File: config.mk
export PLATFORM = sky130hd
export DESIGN_NAME = uart_byte_rx_flat
export DESIGN_NICKNAME = d
export VERILOG_FILES = /design/src/rtl/uart_byte_rx_if.sv /design/src/rtl/uart_byte_rx.sv /design/src/flat_wrapper.sv
export SDC_FILE = /design/constraint.sdc
export NUM_CORES = 1
export LEC_CHECK = 0
export ABC_AREA = 1
export CAP_MARGIN = 20
export CORE_MARGIN = 2
export CORE_UTILIZATION = 58
export CTS_CLUSTER_SIZE = 14
export DETAILED_ROUTE_END_ITERATION = 7
export PLACE_DENSITY = 0.79
export SLEW_MARGIN = 10
export SYNTH_ARGS = -nofsm -noshare
export SYNTH_HDL_FRONTEND = slang
export SYNTH_SLANG_ARGS = --single-unit
File: constraint.sdc
create_clock -name clk -period 2.1 [get_ports clk]
set_input_delay 0.42 -clock clk [delete_from_list [all_inputs] [get_ports clk]]
set_output_delay 0.42 -clock clk [all_outputs]
set_load 0.02 [all_outputs]
File: src/rtl/uart_byte_rx_if.sv
// uart_byte_rx_if: byte-delivery bundle from the UART receiver to its consumer.
//   rx_valid      1-cycle pulse, rx_data holds a new good byte
//   rx_data       last good byte, stable until the next rx_valid
//   rx_frame_err  1-cycle pulse, stop bit sampled low
//   rx_busy       receiver is mid-frame (or waiting out a break)
// master: the receiver (drives everything); slave: the consumer.
interface uart_byte_rx_if;
  logic       rx_valid;
  logic [7:0] rx_data;
  logic       rx_frame_err;
  logic       rx_busy;

  modport master (output rx_valid, output rx_data, output rx_frame_err, output rx_busy);
  modport slave  (input  rx_valid, input  rx_data, input  rx_frame_err, input  rx_busy);
endinterface

File: src/rtl/uart_byte_rx.sv
// uart_byte_rx: 8N1 UART receiver, LSB first, oversampled at clk rate.
//   clk       system clock
//   rstb      asynchronous reset, active-low
//   uart_rxd  asynchronous serial line, idle high
//   rx        uart_byte_rx_if.master: rx_valid / rx_data / rx_frame_err / rx_busy
// Samples each bit at its centre, counted from the synchronised start edge.
// A stop bit sampled low flags a framing error and parks the FSM until the
// line returns high, so a held-low line cannot re-trigger frames.
module uart_byte_rx #(
  parameter int unsigned CLKS_PER_BIT = 868,
  parameter int unsigned SYNC_STAGES  = 2
) (
  input  logic          clk,
  input  logic          rstb,
  input  logic          uart_rxd,
  uart_byte_rx_if.master rx
);

  localparam int unsigned CW   = $clog2(CLKS_PER_BIT);
  localparam int unsigned HALF = CLKS_PER_BIT / 2;
  localparam logic [CW-1:0] HALF_M1 = CW'(HALF - 1);
  localparam logic [CW-1:0] BIT_M1  = CW'(CLKS_PER_BIT - 1);

  typedef enum logic [2:0] {
    S_IDLE,
    S_START,
    S_DATA,
    S_STOP,
    S_BREAK
  } state_t;

  logic [SYNC_STAGES-1:0] sync_q, sync_d;
  state_t                 state_q, state_d;
  logic [CW-1:0]          cyc_q, cyc_d;
  logic [2:0]             bit_q, bit_d;
  logic [7:0]             shift_q, shift_d;
  logic [7:0]             data_q, data_d;
  logic                   valid_q, valid_d;
  logic                   err_q, err_d;
  logic                   busy_q, busy_d;
  logic                   rxs;

  assign rxs = sync_q[SYNC_STAGES-1];

  always_comb begin
    sync_d  = {sync_q[SYNC_STAGES-2:0], uart_rxd};
    state_d = state_q;
    cyc_d   = cyc_q;
    bit_d   = bit_q;
    shift_d = shift_q;
    data_d  = data_q;
    valid_d = 1'b0;
    err_d   = 1'b0;

    case (state_q)
      S_IDLE: begin
        if (!rxs) begin
          state_d = S_START;
          cyc_d   = '0;
        end
      end
      S_START: begin
        if (cyc_q == HALF_M1) begin
          cyc_d = '0;
          bit_d = '0;
          // Line back high at mid start bit: treat as a glitch.
          state_d = rxs ? S_IDLE : S_DATA;
        end else begin
          cyc_d = cyc_q + 1'b1;
        end
      end
      S_DATA: begin
        if (cyc_q == BIT_M1) begin
          cyc_d          = '0;
          shift_d[bit_q] = rxs;
          if (bit_q == 3'd7) begin
            state_d = S_STOP;
          end else begin
            bit_d = bit_q + 3'd1;
          end
        end else begin
          cyc_d = cyc_q + 1'b1;
        end
      end
      S_STOP: begin
        if (cyc_q == BIT_M1) begin
          cyc_d = '0;
          if (rxs) begin
            data_d  = shift_q;
            valid_d = 1'b1;
            state_d = S_IDLE;
          end else begin
            err_d   = 1'b1;
            state_d = S_BREAK;
          end
        end else begin
          cyc_d = cyc_q + 1'b1;
        end
      end
      S_BREAK: begin
        if (rxs) begin
          state_d = S_IDLE;
        end
      end
      default: begin
        state_d = S_IDLE;
      end
    endcase

    busy_d = (state_d != S_IDLE);
  end

  always_ff @(posedge clk or negedge rstb) begin
    if (!rstb) begin
      sync_q  <= '1;
      state_q <= S_IDLE;
      cyc_q   <= '0;
      bit_q   <= '0;
      shift_q <= '0;
      data_q  <= '0;
      valid_q <= 1'b0;
      err_q   <= 1'b0;
      busy_q  <= 1'b0;
    end else begin
      sync_q  <= sync_d;
      state_q <= state_d;
      cyc_q   <= cyc_d;
      bit_q   <= bit_d;
      shift_q <= shift_d;
      data_q  <= data_d;
      valid_q <= valid_d;
      err_q   <= err_d;
      busy_q  <= busy_d;
    end
  end

  assign rx.rx_valid     = valid_q;
  assign rx.rx_data      = data_q;
  assign rx.rx_frame_err = err_q;
  assign rx.rx_busy      = busy_q;

endmodule

File: src/flat_wrapper.sv
// flat-port wrapper written by rule: the top's interface ports become plain ports
module uart_byte_rx_flat 
#(
  parameter int unsigned CLKS_PER_BIT = 868,
  parameter int unsigned SYNC_STAGES  = 2
)
  (clk, rstb, uart_rxd, rx_rx_valid, rx_rx_data, rx_rx_frame_err, rx_rx_busy);
  uart_byte_rx_if rx_i ();
  input  logic clk;
  input  logic rstb;
  input  logic uart_rxd;
  output wire logic [$bits(rx_i.rx_valid)-1:0] rx_rx_valid;
  output wire logic [$bits(rx_i.rx_data)-1:0] rx_rx_data;
  output wire logic [$bits(rx_i.rx_frame_err)-1:0] rx_rx_frame_err;
  output wire logic [$bits(rx_i.rx_busy)-1:0] rx_rx_busy;
  assign rx_rx_valid = rx_i.rx_valid;
  assign rx_rx_data = rx_i.rx_data;
  assign rx_rx_frame_err = rx_i.rx_frame_err;
  assign rx_rx_busy = rx_i.rx_busy;
  uart_byte_rx #(.CLKS_PER_BIT(CLKS_PER_BIT), .SYNC_STAGES(SYNC_STAGES)) u_core (.clk(clk), .rstb(rstb), .uart_rxd(uart_rxd), .rx(rx_i));
endmodule
==> results of run 1 <==
[area by class of cell]
class | count | area (sq um) | share of cell area
clock buffer | 6 | 51.3 | 0.0230
multi-input combinational | 177 | 885 | 0.396
clock inverter | 2 | 37.5 | 0.0168
sequential | 37 | 928 | 0.416
tap | 46 | 57.6 | 0.0258
timing repair buffer | 13 | 125 | 0.0560
inverter | 39 | 149 | 0.0667
[through the flow]
stage	util	power, W	setup slack (ns)	cell area (sq um)
floorplan	-	0.000735	0.644	1980
global placement	0.648	0.000752	0.545	2140
detailed placement	0.648	0.000752	0.492	2140
CTS	0.675	0.00127	0.335	2230
global route	0.675	0.00130	0.297	2230
finish	0.675	0.00125	0.356	2230
[power groups by stage]
stage / sequential [W] / clock (W) / combinational, W
floorplan: 0.000731 / 0 / 0.00000394
global placement: 0.000734 / 0 / 0.0000180
detailed placement: 0.000734 / 0 / 0.0000181
CTS: 0.000720 / 0.000529 / 0.0000180
global route: 0.000721 / 0.000557 / 0.0000203
finish: 0.000720 / 0.000515 / 0.0000168
[final timing paths]
path / depth (start not counted) / slack, ns / start / end
hold reg to reg: 0 / 0.36 / u_core.sync_q[0]$_DFF_PN1_ / u_core.sync_q[1]$_DFF_PN1_
min in group clk: 0 / 0.36 / u_core.sync_q[0]$_DFF_PN1_ / u_core.sync_q[1]$_DFF_PN1_
max in group asynchronous: 1 / 1.46 / rstb / u_core.bit_q[1]$_DFFE_PN0P_
setup reg to reg: 9 / 0.47 / u_core.cyc_q[0]$_DFFE_PN0P_ / u_core.rx.rx_data[1]$_DFFE_PN0P_
hold / removal: 1 / 0.15 / rstb / u_core.cyc_q[9]$_DFFE_PN0P_
setup / recovery: 1 / 0.36 / u_core.rx.rx_data[1]$_DFFE_PN0P_ / rx_rx_data[1]
[registers in the layout, indices dropped and copies added (netlist names)]
| name | count |
|---|---|
| u_core.bit_q | 3 |
| u_core.state_q | 3 |
| u_core.rx.rx_data | 8 |
| u_core.rx.rx_valid | 1 |
| u_core.rx.rx_busy | 1 |
| u_core.shift_q | 8 |
| u_core.rx.rx_frame_err | 1 |
| u_core.cyc_q | 10 |
| u_core.sync_q | 2 |
[cell families after synthesis]
kind of cell | Yosys count | synth area share
adder cells (fa/ha/maj) | 4 | 0.0253
buffers and inverters | 41 | 0.0835
flip-flops | 37 | 0.469
XOR/XNOR | 2 | 0.00886
AND/OR/NAND/NOR | 157 | 0.364
AO/OA/AOI/OAI | 14 | 0.0487
[metal layers]
layer	track usage	up-vias
li1	-	837
met1	0.288	714
met2	0.331	36
met3	0.0450	5
met4	0.0722	0
met5	0	-
[placed cells by master, fill, tap and decap left out, types with 3 or more instances in the layout]
| cell | Yosys | layout |
|---|---|---|
| inv_1 | 33 | 33 |
| inv_2 | 5 | 5 |
| nand3_1 | 29 | 29 |
| nand2_2 | 5 | 5 |
| nand2_1 | 77 | 77 |
| nor3_1 | 3 | 3 |
| ha_1 | 4 | 4 |
| clkbuf_4 | 0 | 5 |
| nor2_1 | 27 | 27 |
| dfrtp_1 | 35 | 35 |
| o21ai_0 | 4 | 4 |
| nor2_4 | 3 | 3 |
| o21ai_2 | 4 | 4 |
| nand4_1 | 7 | 7 |
| clkdlybuf4s50_1 | 0 | 12 |
==> reports/summary.txt, run 1 <==
Flops & latches, synth -> 37
Grt ovf -> 0
Drt total wl -> 3.56 mm
Post-CTS Resized -> 0
Seq/Total Area, Yosys -> 0.469
First-pass GRT wire length -> 6.52 mm
Vias -> 1592
RePlAce Congestion -> 0.869
Final Setup Violations -> 0
Comb pwr share -> 0.013
Vias in the first global route -> 1533
Sw Pwr -> 0.000250 W
Final worst-path cycle share -> 0.830
Worst-margin pin slew -> 0.772 ns
Layout area overhead -> 12.9%
TritonCTS buffer count -> 5
Total track usage -> 0.209
Clk_lat worst skew -> 0.34 ns
Worst setup EP type -> output pin
Maxcap violations -> 0
Core area -> 3310 sq um
Clock Path Buffers -> 2
Met2 wire length -> 1.58 mm
Highest metal used -> met4
Syn Nets -> 262
Critical path buffers and inverters -> 1
Worst stage delay on the critical path -> 0.61 ns
Chip height -> 62.4 um
Std cell rows -> 21
Iteration-0 DRC Markers -> 81
RSZ-0062 raised after global routing -> no
Final hold viol count -> 0
H-tree levels -> 2
Outcome -> completed
Largest delay contributor family on the critical path -> buffers and inverters
Io pins -> 14
Hold_ws -> 0.149 ns
Hold Path Class -> primary input to asynchronous set/reset pin
Hpwl dp -> 2.65 mm
Max IR drop VDD -> 451 uV
Crit path kind -> register to output pin
Layout cell share with drive strength beyond 1 -> 0.131
Cells after synthesis -> 255
Met3 routed WL -> 150 um
Clock Skew -> 0.00919 ns
Ys flop type -> dfrtp_1
Antenna Nets Post-Route -> 0
Most frequent cell after synthesis -> nand2_1
Synthesized area per cell -> 7.76 sq um
Final slew viol count -> 0
Full die area -> 3890 sq um
Commonest cells post-synth -> nand2_1, dfrtp_1, inv_1
Setup_tns -> 0 ns
Net count, final -> 280
Critical path cell sequence -> clkdlybuf4s50_1
Post-CTS setup-driven buffer insertion count -> 0
Post-placement cell count -> 312
Synth top area cells -> dfrtp_1, nand2_1, nand3_1
Seq pwr share -> 0.576
Crit path max-delay cell type -> clkdlybuf4s50_1
Initial DRT Pass Iterations -> 4
Worst Setup Start Kind -> register
Leak -> 1.19 nW
Crit path max fanout -> 2
Initial Util -> 0.598
Root buffer cell -> clkbuf_4
Yosys warns -> 0
Switching Share -> 0.200
Power Internal -> 0.00100 W
Ant diodes -> 0
Top-area cell type share of the netlist area -> 0.443
DRC violations left -> 0
Fin cells -> 320
Largest area contributor in the netlist -> dfrtp_1
Final-layout fill cell count -> 288
Highest clock rate -> 574 MHz
Die Width -> 62.4 um
Met1 wire length -> 1.77 mm
Relative slew slack -> 0.486
Synthesized area -> 1980 sq um
Power per standard cell area -> 560 nW/um^2
Initial antenna violation count -> 0
Pin count of the biggest net entering global routing -> 38
Clk sinks -> 37
Crit path DAT -> 1.32 ns
Clock Power Share -> 0.411
Tmin final -> 1.74 ns
Routed len/inst -> 11.1 um
Post-synth EDFFs -> 0
Post-synth ARST share -> 1.00
Vias per cell -> 4.98
CTS tree -> built
Post-CTS Hold Buffers -> 0
Distinct cells, synth -> 28
Port Buf Inserts -> 13
WP data required -> 1.68 ns
Clk pin slew, worst setup/hold paths -> 0.11 ns
Power figures use the tool's default switching activity.
==> inputs of run 2 (changes only) <==
- CORE_UTILIZATION: 58 -> 52
- PLACE_DENSITY: 0.79 -> 0.75
- clock period: 2.1 -> 1.45 ns (I/O delays scaled with it)
==> run 2 against run 1 <==
  * The flow now finishes with violations (setup timing)
  * Combinational power grew 130%
  * Register-to-register slack lost 0.55 ns
  * Via count grew 7.6%
  * Largest power group unchanged
  * Global-route usage grew 0.36 points
  * Critical endpoint is now u_core.rx.rx_busy$_DFF_PN0_
  * Sequential share of layout area shrank 5.0 points
==> reports/summary.txt, run 2 (synthesis gave the netlist of run 1 again) <==
Power Internal -> 0.00161 W (was 0.00100 W)
Tmin final -> 1.53 ns
Routed len/inst -> 12.3 um (was 11.1 um)
TritonCTS buffer count -> 5 (unchanged)
Worst-margin pin slew -> 0.340 ns (was 0.772 ns)
Worst Setup Start Kind -> register (unchanged)
Vias -> 1713 (was 1592)
Min-delay src -> u_core.sync_q[0]$_DFF_PN1_
Port Buf Inserts -> 13 (unchanged)
Fin cells -> 345 (was 320)
Maxcap violations -> 0 (unchanged)
Io pins -> 14 (unchanged)
Fin util -> 0.697 (was 0.675)
Core area -> 3660 sq um (was 3310 sq um)
DP Worst Slack -> -0.0969 ns (was 0.492 ns)
Tot Pwr -> 0.00200 W (was 0.00125 W)
Initial antenna violation count -> 0 (unchanged)
Leak -> 1.36 nW (was 1.19 nW)
Sw Pwr -> 0.000384 W (was 0.000250 W)
Drt total wl -> 4.26 mm (was 3.56 mm)
Vias per cell -> 4.97 (was 4.98)
Clk pin slew, worst setup/hold paths -> 0.07 ns (was 0.11 ns)
Final hold viol count -> 0 (unchanged)
WHS Path Cells -> 0
Clock Path Buffers -> 2 (unchanged)
First-pass GRT wire length -> 6.95 mm (was 6.52 mm)
Crit path DAT -> 1.70 ns (was 1.32 ns)
Iteration-0 DRC Markers -> 124 (was 81)
FF-to-FF End -> u_core.rx.rx_busy$_DFF_PN0_ (was u_core.rx.rx_data[1]$_DFFE_PN0P_)
CTS tree -> built (unchanged)
Most frequent cells in the layout -> nand2_1, dfrtp_1, inv_1 (unchanged)
Top reg by flops -> u_core.cyc_q (unchanged)
Pin count of the biggest net entering global routing -> 38 (unchanged)
Grt ovf -> 0 (unchanged)
Highest clock rate -> 655 MHz
Worst setup EP type -> register (was output pin)
Net count, final -> 303 (was 280)
Clock Power Share -> 0.458 (was 0.411)
Seq pwr share -> 0.522 (was 0.576)
Total track usage -> 0.213 (was 0.209)
H-tree levels -> 2 (unchanged)
Crit path kind -> register to register (was register to output pin)
Final slew viol count -> 0 (unchanged)
Worst Hold End -> u_core.sync_q[1]$_DFF_PN1_
Launch point of the worst reg-to-reg path -> u_core.cyc_q[1]$_DFFE_PN0P_ (was u_core.cyc_q[0]$_DFFE_PN0P_)
Comb pwr share -> 0.020 (was 0.013)
Power per standard cell area -> 782 nW/um^2 (was 560 nW/um^2)
Initial Util -> 0.540 (was 0.598)
RSZ-0062 raised after global routing -> yes (was no)
Ant diodes -> 0 (unchanged)
Max IR drop VDD -> 465 uV (was 451 uV)
Layout cell share with drive strength beyond 1 -> 0.279 (was 0.131)
Reg area -> 932 sq um (was 928 sq um)
Post-placement cell count -> 331 (was 312)
Layout area overhead -> 29.0% (was 12.9%)
Switching Share -> 0.193 (was 0.200)
Antenna Nets Post-Route -> 0 (unchanged)
Outcome -> finished, violations left (was completed)
Vias in the first global route -> 1586 (was 1533)
WP data required -> 1.62 ns (was 1.68 ns)
Clk sinks -> 37 (unchanged)
Commonest non-fill, non-tap cell in the layout -> nand2_1 (unchanged)
Final Setup Violations -> 8 (was 0)
Hpwl dp -> 2.90 mm (was 2.65 mm)
DRC violations left -> 0 (unchanged)
Final-layout fill cell count -> 297 (was 288)
Relative slew slack -> 0.773 (was 0.486)
Root buffer cell -> clkbuf_8 (was clkbuf_4)
Die Width -> 65.7 um (was 62.4 um)
Crit path max fanout -> 3 (was 2)
RePlAce Congestion -> 0.902 (was 0.869)
Setup WS post-layout -> -0.0773 ns (was 0.356 ns)
Reg2Reg Depth -> 9 (unchanged)
Std cell rows -> 22 (was 21)
Max FFs per register -> 10 (unchanged)
Critical path cell sequence -> inv_1 > ha_2 > nand3_2 > nor2_2 > nand2_1 > nand2_2 > nand2_2 > nor2_4 > nand3_2 (was clkdlybuf4s50_1)
Failing checks -> setup timing
Multi-input gate area -> 995 sq um (was 885 sq um)
Reg-to-reg slack, setup -> -0.08 ns (was 0.47 ns)
Clock Skew -> 0.00633 ns (was 0.00919 ns)
Initial DRT Pass Iterations -> 4 (unchanged)
Chip height -> 65.7 um (was 62.4 um)
Hold Path Class -> register to register (was primary input to asynchronous set/reset pin)
Worst stage delay on the critical path -> 0.43 ns (was 0.61 ns)
Crit path max-delay cell type -> dfrtp_1 (was clkdlybuf4s50_1)
Full die area -> 4310 sq um (was 3890 sq um)
Final worst-path cycle share -> 1.05
Clk_lat worst skew -> 0.29 ns (was 0.34 ns)
-- run 2: cell types whose count changed in the layout (fill, tap and decap cells not counted), sizes merged --
cell / before / now
dlygate4sd2: 0 / 11
clkbuf: 6 / 7
buf: 1 / 22
clkinvlp: 1 / 0
nand3: 32 / 33
clkdlybuf4s50: 12 / 1
dlygate4sd3: 0 / 1
-- run 2: how the worst max path moves through the flow --
stage	to	depth (start not counted)	from	slack [ns]
after CTS	u_core.rx.rx_data[1]$_DFFE_PN0P_	9	u_core.cyc_q[1]$_DFFE_PN0P_	0.007
final	u_core.rx.rx_busy$_DFF_PN0_	9	u_core.cyc_q[1]$_DFFE_PN0P_	-0.08
after detailed placement	u_core.rx.rx_data[1]$_DFFE_PN0P_	9	u_core.cyc_q[0]$_DFFE_PN0P_	-0.1
after global routing	u_core.rx.rx_busy$_DFF_PN0_	9	u_core.cyc_q[1]$_DFFE_PN0P_	-0.17
after floorplan	u_core.rx.rx_data[4]$_DFFE_PN0P_	9	u_core.cyc_q[0]$_DFFE_PN0P_	0.01
after global placement	u_core.rx.rx_data[3]$_DFFE_PN0P_	9	u_core.cyc_q[0]$_DFFE_PN0P_	-0.05
-- run 2: routing by layer --
metal / track usage / vias to the layer above / routed length [um]
li1: - / 891 / -
met1: 0.263 / 779 / 1860
met2: 0.366 / 36 / 2180
met3: 0.0514 / 7 / 159
met4: 0.0651 / 0 / 65
met5: 0 / - / 0
-- run 2: cell type report --
| cell class | count | share of cell area |
|---|---|---|
| Clock inverter | 1 | 0.0118 |
| Multi-Input combinational cell | 178 | 0.390 |
| Sequential cell | 37 | 0.365 |
| Clock buffer | 7 | 0.0338 |
| Tap cell | 48 | 0.0235 |
| Timing Repair Buffer | 35 | 0.114 |
| Inverter | 39 | 0.0613 |
-- run 2: per-stage QoR --
stage	setup TNS [ns]	cell area, sq um	hold WS [ns]
after floorplan	0	1980	-0.00559
after global placement	-0.272	2290	0.264
after detailed placement	-0.852	2290	0.274
after CTS	0	2450	0.358
after global routing	-1.25	2550	0.359
final	-0.345	2550	0.357
-- run 2: worst max-delay path: cells and delay by family (launching register included) --
| kind | cells | cell delay, ns |
|---|---|---|
| and+or+nand+nor | 7 | 0.72 |
| adders and majority gates | 1 | 0.18 |
| DFF | 1 | 0.43 |
| buffers and inverters | 1 | 0.09 |
-- run 2: what timing repair did --
item / in CTS / in global routing
hold endpoints to repair: 35 / 0
hold buffers: 1 / 0
gates resized for setup: 17 / 29
endpoints found under the setup margin: 35 / 30
cloned: 1 / 0
buffers inserted: 2 / 2
pin swaps: 0 / 18
-- run 2: power by group through the flow --
stage	sequential [W]	clock (W)	combinational [W]
floorplan	0.00106	0	0.00000571
global placement	0.00106	0	0.0000376
detailed placement	0.00106	0	0.0000381
CTS	0.00104	0.000926	0.0000402
global route	0.00104	0.000959	0.0000452
finish	0.00104	0.000914	0.0000390
